## config.mk

```make
export PLATFORM = sky130hd
export DESIGN_NAME = reg_dump_reader
export DESIGN_NICKNAME = d
export VERILOG_FILES = /design/src/rtl/reg_dump_pkg.sv /design/src/rtl/reg_dump_csum.sv /design/src/rtl/reg_dump_reader.sv
export SDC_FILE = /design/constraint.sdc
export NUM_CORES = 1
export LEC_CHECK = 0
export CAP_MARGIN = 10
export CORE_MARGIN = 2
export CORE_UTILIZATION = 38
export CTS_CLUSTER_DIAMETER = 30
export DETAILED_ROUTE_END_ITERATION = 6
export GPL_TIMING_DRIVEN = 1
export PLACE_DENSITY = 0.87
export SLEW_MARGIN = 20
export SYNTH_ARGS = -nofsm -noshare
export SYNTH_HDL_FRONTEND = slang
export SYNTH_SLANG_ARGS = --single-unit
```

## constraint.sdc

```tcl
create_clock -name clk -period 1.6 [get_ports clk]
set_clock_uncertainty 0.05 [all_clocks]
set_input_delay 0.48 -clock clk [delete_from_list [all_inputs] [get_ports clk]]
set_output_delay 0.48 -clock clk [all_outputs]
set_load 0.02 [all_outputs]
```

## src/rtl/reg_dump_pkg.sv

```systemverilog
// Shared types and defaults for the register-file dump reader.
package reg_dump_pkg;

  localparam int DEF_DATA_W   = 32;
  localparam int DEF_ADDR_W   = 3;
  localparam int DEF_NUM_REGS = 8;

  typedef enum logic [2:0] {
    S_IDLE,
    S_READ,
    S_SEND,
    S_CSUM,
    S_FIN
  } state_t;

  // The checksum word is tagged one past the last register number.
  function automatic int csum_index(input int num_regs);
    return num_regs;
  endfunction

endpackage

```

## src/rtl/reg_dump_csum.sv

```systemverilog
// XOR accumulator over dumped words; clear has priority over enable.
module reg_dump_csum
  import reg_dump_pkg::*;
#(
  parameter int DATA_W = DEF_DATA_W
) (
  input  logic              clk,
  input  logic              rst_n,
  input  logic              clr_i,
  input  logic              en_i,
  input  logic [DATA_W-1:0] data_i,
  output logic [DATA_W-1:0] acc_o
);

  logic [DATA_W-1:0] acc_q, acc_d;

  always_comb begin
    acc_d = acc_q;
    if (clr_i)     acc_d = '0;
    else if (en_i) acc_d = acc_q ^ data_i;
  end

  always_ff @(posedge clk or negedge rst_n) begin
    if (!rst_n) acc_q <= '0;
    else        acc_q <= acc_d;
  end

  assign acc_o = acc_q;

endmodule

```

## src/rtl/reg_dump_reader.sv

```systemverilog
// Walks register addresses FIRST_REG..NUM_REGS-1 and streams each word on valid/ready.
// REG_DUMP_CHECKSUM_EN appends an XOR checksum word tagged with index NUM_REGS.
module reg_dump_reader
  import reg_dump_pkg::*;
#(
  parameter int DATA_W    = DEF_DATA_W,
  parameter int ADDR_W    = DEF_ADDR_W,
  parameter int NUM_REGS  = DEF_NUM_REGS,
  parameter int FIRST_REG = 0
) (
  input  logic              clk,
  input  logic              rst_n,
  input  logic              start,
  output logic              busy,
  output logic              done,
  output logic [ADDR_W-1:0] rd_addr,
  input  logic [DATA_W-1:0] rd_data,
  output logic              out_valid,
  input  logic              out_ready,
  output logic [DATA_W-1:0] out_data,
  output logic [ADDR_W:0]   out_index,
  output logic              out_last
);

  state_t            state_q, state_d;
  logic [ADDR_W-1:0] idx_q, idx_d;
  logic [DATA_W-1:0] out_data_q, out_data_d;
  logic [ADDR_W:0]   out_index_q, out_index_d;
  logic              out_valid_q, out_valid_d;
  logic              out_last_q, out_last_d;
  logic              last_idx;

  assign last_idx = (idx_q == ADDR_W'(NUM_REGS - 1));

`ifdef REG_DUMP_CHECKSUM_EN
  localparam bit CSUM_ON = 1'b1;
  logic              acc_clr, acc_en;
  logic [DATA_W-1:0] acc;

  reg_dump_csum #(.DATA_W(DATA_W)) u_csum (
    .clk    (clk),
    .rst_n  (rst_n),
    .clr_i  (acc_clr),
    .en_i   (acc_en),
    .data_i (rd_data),
    .acc_o  (acc)
  );
`else
  localparam bit CSUM_ON = 1'b0;
`endif

  always_comb begin
    state_d     = state_q;
    idx_d       = idx_q;
    out_data_d  = out_data_q;
    out_index_d = out_index_q;
    out_valid_d = out_valid_q;
    out_last_d  = out_last_q;
`ifdef REG_DUMP_CHECKSUM_EN
    acc_clr     = 1'b0;
    acc_en      = 1'b0;
`endif
    case (state_q)
      S_IDLE: begin
        if (start) begin
          idx_d   = ADDR_W'(FIRST_REG);
          state_d = S_READ;
`ifdef REG_DUMP_CHECKSUM_EN
          acc_clr = 1'b1;
`endif
        end
      end
      S_READ: begin
        out_data_d  = rd_data;
        out_index_d = {1'b0, idx_q};
        out_valid_d = 1'b1;
        out_last_d  = last_idx && !CSUM_ON;
        state_d     = S_SEND;
`ifdef REG_DUMP_CHECKSUM_EN
        acc_en      = 1'b1;
`endif
      end
      S_SEND: begin
        if (out_ready) begin
          out_valid_d = 1'b0;
          if (last_idx) begin
`ifdef REG_DUMP_CHECKSUM_EN
            // Accumulator already holds the last word, folded in at its READ edge.
            out_data_d  = acc;
            out_index_d = (ADDR_W+1)'(csum_index(NUM_REGS));
            out_last_d  = 1'b1;
            out_valid_d = 1'b1;
            state_d     = S_CSUM;
`else
            state_d     = S_FIN;
`endif
          end else begin
            idx_d   = idx_q + 1'b1;
            state_d = S_READ;
          end
        end
      end
      S_CSUM: begin
        if (out_ready) begin
          out_valid_d = 1'b0;
          state_d     = S_FIN;
        end
      end
      S_FIN:   state_d = S_IDLE;
      default: state_d = S_IDLE;
    endcase
  end

  always_ff @(posedge clk or negedge rst_n) begin
    if (!rst_n) begin
      state_q     <= S_IDLE;
      idx_q       <= '0;
      out_data_q  <= '0;
      out_index_q <= '0;
      out_valid_q <= 1'b0;
      out_last_q  <= 1'b0;
    end else begin
      state_q     <= state_d;
      idx_q       <= idx_d;
      out_data_q  <= out_data_d;
      out_index_q <= out_index_d;
      out_valid_q <= out_valid_d;
      out_last_q  <= out_last_d;
    end
  end

  // Busy covers the FIN cycle so it drops together with the done pulse.
  assign busy      = (state_q != S_IDLE);
  assign done      = (state_q == S_FIN);
  assign rd_addr   = idx_q;
  assign out_valid = out_valid_q;
  assign out_data  = out_data_q;
  assign out_index = out_index_q;
  assign out_last  = out_last_q;

endmodule

```

==> results by stage <==
Synthesis:
- The portion of netlist area occupied by mux cells is 0.281.
- The number of warning messages in the yosys log is 0.
- The primary flip-flop cell chosen by synthesis mapping is dfrtp_1.
- The mapped cell area is slightly below 2000 sq um.
- By instance count, the leading cell after synthesis is dfrtp_1.
- The sequential element share of the synthesized area is 0.558.
- After synthesis the netlist holds a flip-flop and latch count of 43.
- By count the netlist is led by dfrtp_1, mux2_4, mux2_2.
- The share of synthesized flip-flops with an asynchronous set or reset is 1.00.
- The compound-gate portion of the synthesized area was 0.0305.
- The portion of synthesized cell area occupied by the leading cell type is 0.558.
- The post-synthesis share of cell area spent on xor and xnor gates is 0.
- The simple-gate portion of the synthesized area is 0.0513.
- The number of synthesized flops with an enable pin is 0.
- Synthesis instantiated 25 different standard cells from the library.
- The area share of fa/ha/maj cells after synthesis is 0.0195.
- The synthesized instance count is approximately 120.
- The cell taking the most area after synthesis is dfrtp_1.
- The net count after synthesis is 160.
- By area the synthesized netlist is led by dfrtp_1, mux2_4, mux2_2, buf_12, ha_1.
- The mean instance size in the synthesized netlist is 15.9 sq um.
- After synthesis, the largest family of logic cells by area is multiplexers.

Clock network:
- The level count of the clock H-tree is 2.
- Buffers inserted to repair hold after CTS numbered 0.
- TritonCTS built the clock tree.
- Counting the buffers created by CTS gives 5.
- Clock-pin slew was measured on the worst setup and hold paths at approximately 90 ps.
- The source-to-sink clock delay at the later pin of the worst-skew pair is 280 ps.
- In this run the deepest clock path goes through 2 buffers.
- The clock sink count is between 40 and 50.
- CTS placed an instance of clkbuf_8 at the clock tree root.

Final layout:
- Counting the fill cells in the layout gives 368.
- In the final design database the tool counted between 200 and 300 nets.
- The total area of sequential cells is between 1000 and 1500 sq um.
- In the final layout, the multi-input gates occupy approximately 850 sq um.
- The repair_antennas step left the layout with diodes totalling 0.
- The area added between synthesis and finish is 64.8%.
- The fraction of layout cells with a size suffix above 1 is 0.410.

Critical path:
- The highest net fanout along the worst path is 4.
- Walking the worst path, the cells encountered are buf_6 -> inv_4 -> nor3_4 -> buf_6.
- The type of the worst setup path is reg -> out.
- In this design, the stage delay of the slowest critical-path cell is roughly 430 ps.
- The cell that appears most often on the critical path is buf_6.
- The data arrival time of the critical path is between 1000 and 1500 ps.
- The master of the slowest instance on the critical path is dfrtp_2.
- STA classifies the critical path endpoint as a primary output.
- The startpoint type of the worst setup path is a flip-flop.
- STA puts the critical path data required time at between 1000 and 1500 ps.

Timing:
- Setup violations remaining at the end of the flow were counted as 24.
- The tightest hold path in the finished design has a slack of 111 ps.
- The number of pins exceeding their max-slew limit in the final report is 0.
- The share of the clock period used by the worst path is 1.10.
- The number of failing hold endpoints at the final stage is 0.
- The final worst slack is -166 ps.
- The achievable clock frequency is between 0.5 and 0.6 GHz.
- Setup repair after global routing could not meet its margin everywhere.
- After layout, the minimum clock period comes to between 1500 and 2000 ps.

Power and ir drop:
- The power density over cell area is between 2000 and 2500 nW/um^2.
- After layout, the design draws a total of 6540 uW.
- VDD sags by at most just over 800 uV.
- The static leakage is 0.00148 uW.

Global routing:
- The total global routing track utilization is 0.173.
- The number of global-route vias before repair is about 1400.
- The first global-routing pass estimated roughly 7300 um of wire.
- Summed over all layers, the global routing overflow is 0.
- The largest net degree at the start of global routing is 44.
- The initial antenna violation count is 0.

Floorplan:
- The count of standard-cell rows is 25.
- During I/O placement, the number of pins put on the boundary was 79.
- The area of the core is 4820 sq um.
- The initial utilization of the core area, before any placement, comes to 0.400.
- Measured along the y axis, the die boundary spans ~75 um.
- The floorplan step set the die width to approximately 75 um.
- The floorplan step defined a die boundary enclosing 5660 sq um.

Run status:
- The run finished, with violations left.
- The final reports fail on negative setup slack.

Run:
- The max-cap check violation count is 0.

Placed design:
- Before CTS, the worst setup slack after placement is -306 ps.
- At the end of routability-driven placement, the weighted congestion stood at 0.786.
- The half-perimeter wire length after detailed placement is between 3000 and 4000 um.
- Buffers placed on the I/O ports in this run total 77.

Route:
- For this block, the routed nets add up to 5350 um of wire.
- The number of detailed-routing iterations run before antenna repair is 4.
- After detailed routing, the number of remaining DRC violations is 0.
- The detail route stage leaves a number of antenna-violating nets equal to 0.
- Routed signal wires occupy layers up through met4.
- The routed length on met3 is about 430 um.
- The routed length on met1 is ~2300 um.
- Summed over all nets, wire length on met2 after detailed routing comes to around 2600 um.
- In the routed layout, each cell is associated on average with a via count of around 4.8.
- The DRC marker count from the first detailed-route iteration is between 80 and 90.
- Dividing the detail-routed wire length by the instance count gives about 18 um.
- The total number of vias is 1416.

Min path:
- The classification of the worst-slack hold path is in -> async.
cell type report:
class / instances / area share
Clock inverter: 2 / 0.00394
Clock buffer: 6 / 0.0229
Sequential cell: 43 / 0.340
Multi-Input combinational cell: 67 / 0.269
Timing Repair Buffer: 106 / 0.333
Tap cell: 67 / 0.0264
Inverter: 3 / 0.00433
cells by family (layout without fill, tap and decap cells):
group,count (synthesis),count (layout)
compound gates,9,9
fa+ha+maj,3,3
buf+inv,11,117
flops,43,43
mux,38,38
other cells,1,1
simple gates,16,16
power breakdown:
part	switching, uW	total (uW)	leakage (uW)	internal [uW]
clock network	358	664	0.0000412	305
logic	1710	3880	0.000928	2160
registers	369	2000	0.000514	1630
total	2440	6540	0.00148	4100
worst paths after layout:
kind | from | slack, ps | cells after the start | to
max in group asynchronous | rst_n | 1160 | 2 | state_q[0]
worst min register to register | out_data[19] | 450 | 1 | out_data[19]
worst min-delay path | rst_n | 110 | 2 | out_data[4]
worst max-delay path | state_q[2] | -170 | 4 | done
min in group clk | out_data[19] | 450 | 1 | out_data[19]
worst max register to register | state_q[1] | -90 | 6 | out_data[24]
metrics by stage:
step	util	instances	area, sq um	TNS [ps]
after floorplan	-	121	1930	0
after detailed placement	0.588	273	2830	-2230
after global routing	0.659	294	3180	-3050
after CTS	0.635	291	3060	-1270
after global placement	0.588	273	2830	-1030
final	0.659	294	3180	-986
registers in the layout, indices dropped and copies added (netlist names):
register	count
out_data	32
out_index	3
rd_addr	3
state_q	3
out_last	1
out_valid	1
worst max-delay path, delay by kind of cell, from the launching register on:
kind / cells / cell delay [ps]
DFF: 1 / 430
and+or+nand+nor: 1 / 220
buffers and inverters: 3 / 300
layout by cell type (no fill, tap or decap), types with 2 or more instances in the layout:
cell	instances
nor2_1	5
nor3_4	2
buf_4	13
buf_6	11
o21ai_0	3
a21boi_0	2
ha_4	2
clkbuf_2	3
nand2_1	2
mux2_4	38
clkdlybuf4s50_1	34
clkbuf_8	5
dfrtp_2	4
dlygate4sd2_1	37
inv_1	2
buf_12	5
dfrtp_1	39
metal layers:
layer / GRT usage / vias up
met5: 0 / -
met3: 0.0388 / 4
met2: 0.288 / 69
li1: - / 635
met1: 0.227 / 708
met4: 0.0526 / 0
what timing repair did:
item                                    in CTS  in global routing
pin swaps                                    2                  8
endpoints found under the setup margin      78                 44
gates cloned                                 2                  1
resized for setup                           67                 34
setup buffers                                9                  4
(Power assumes the default switching activity.)
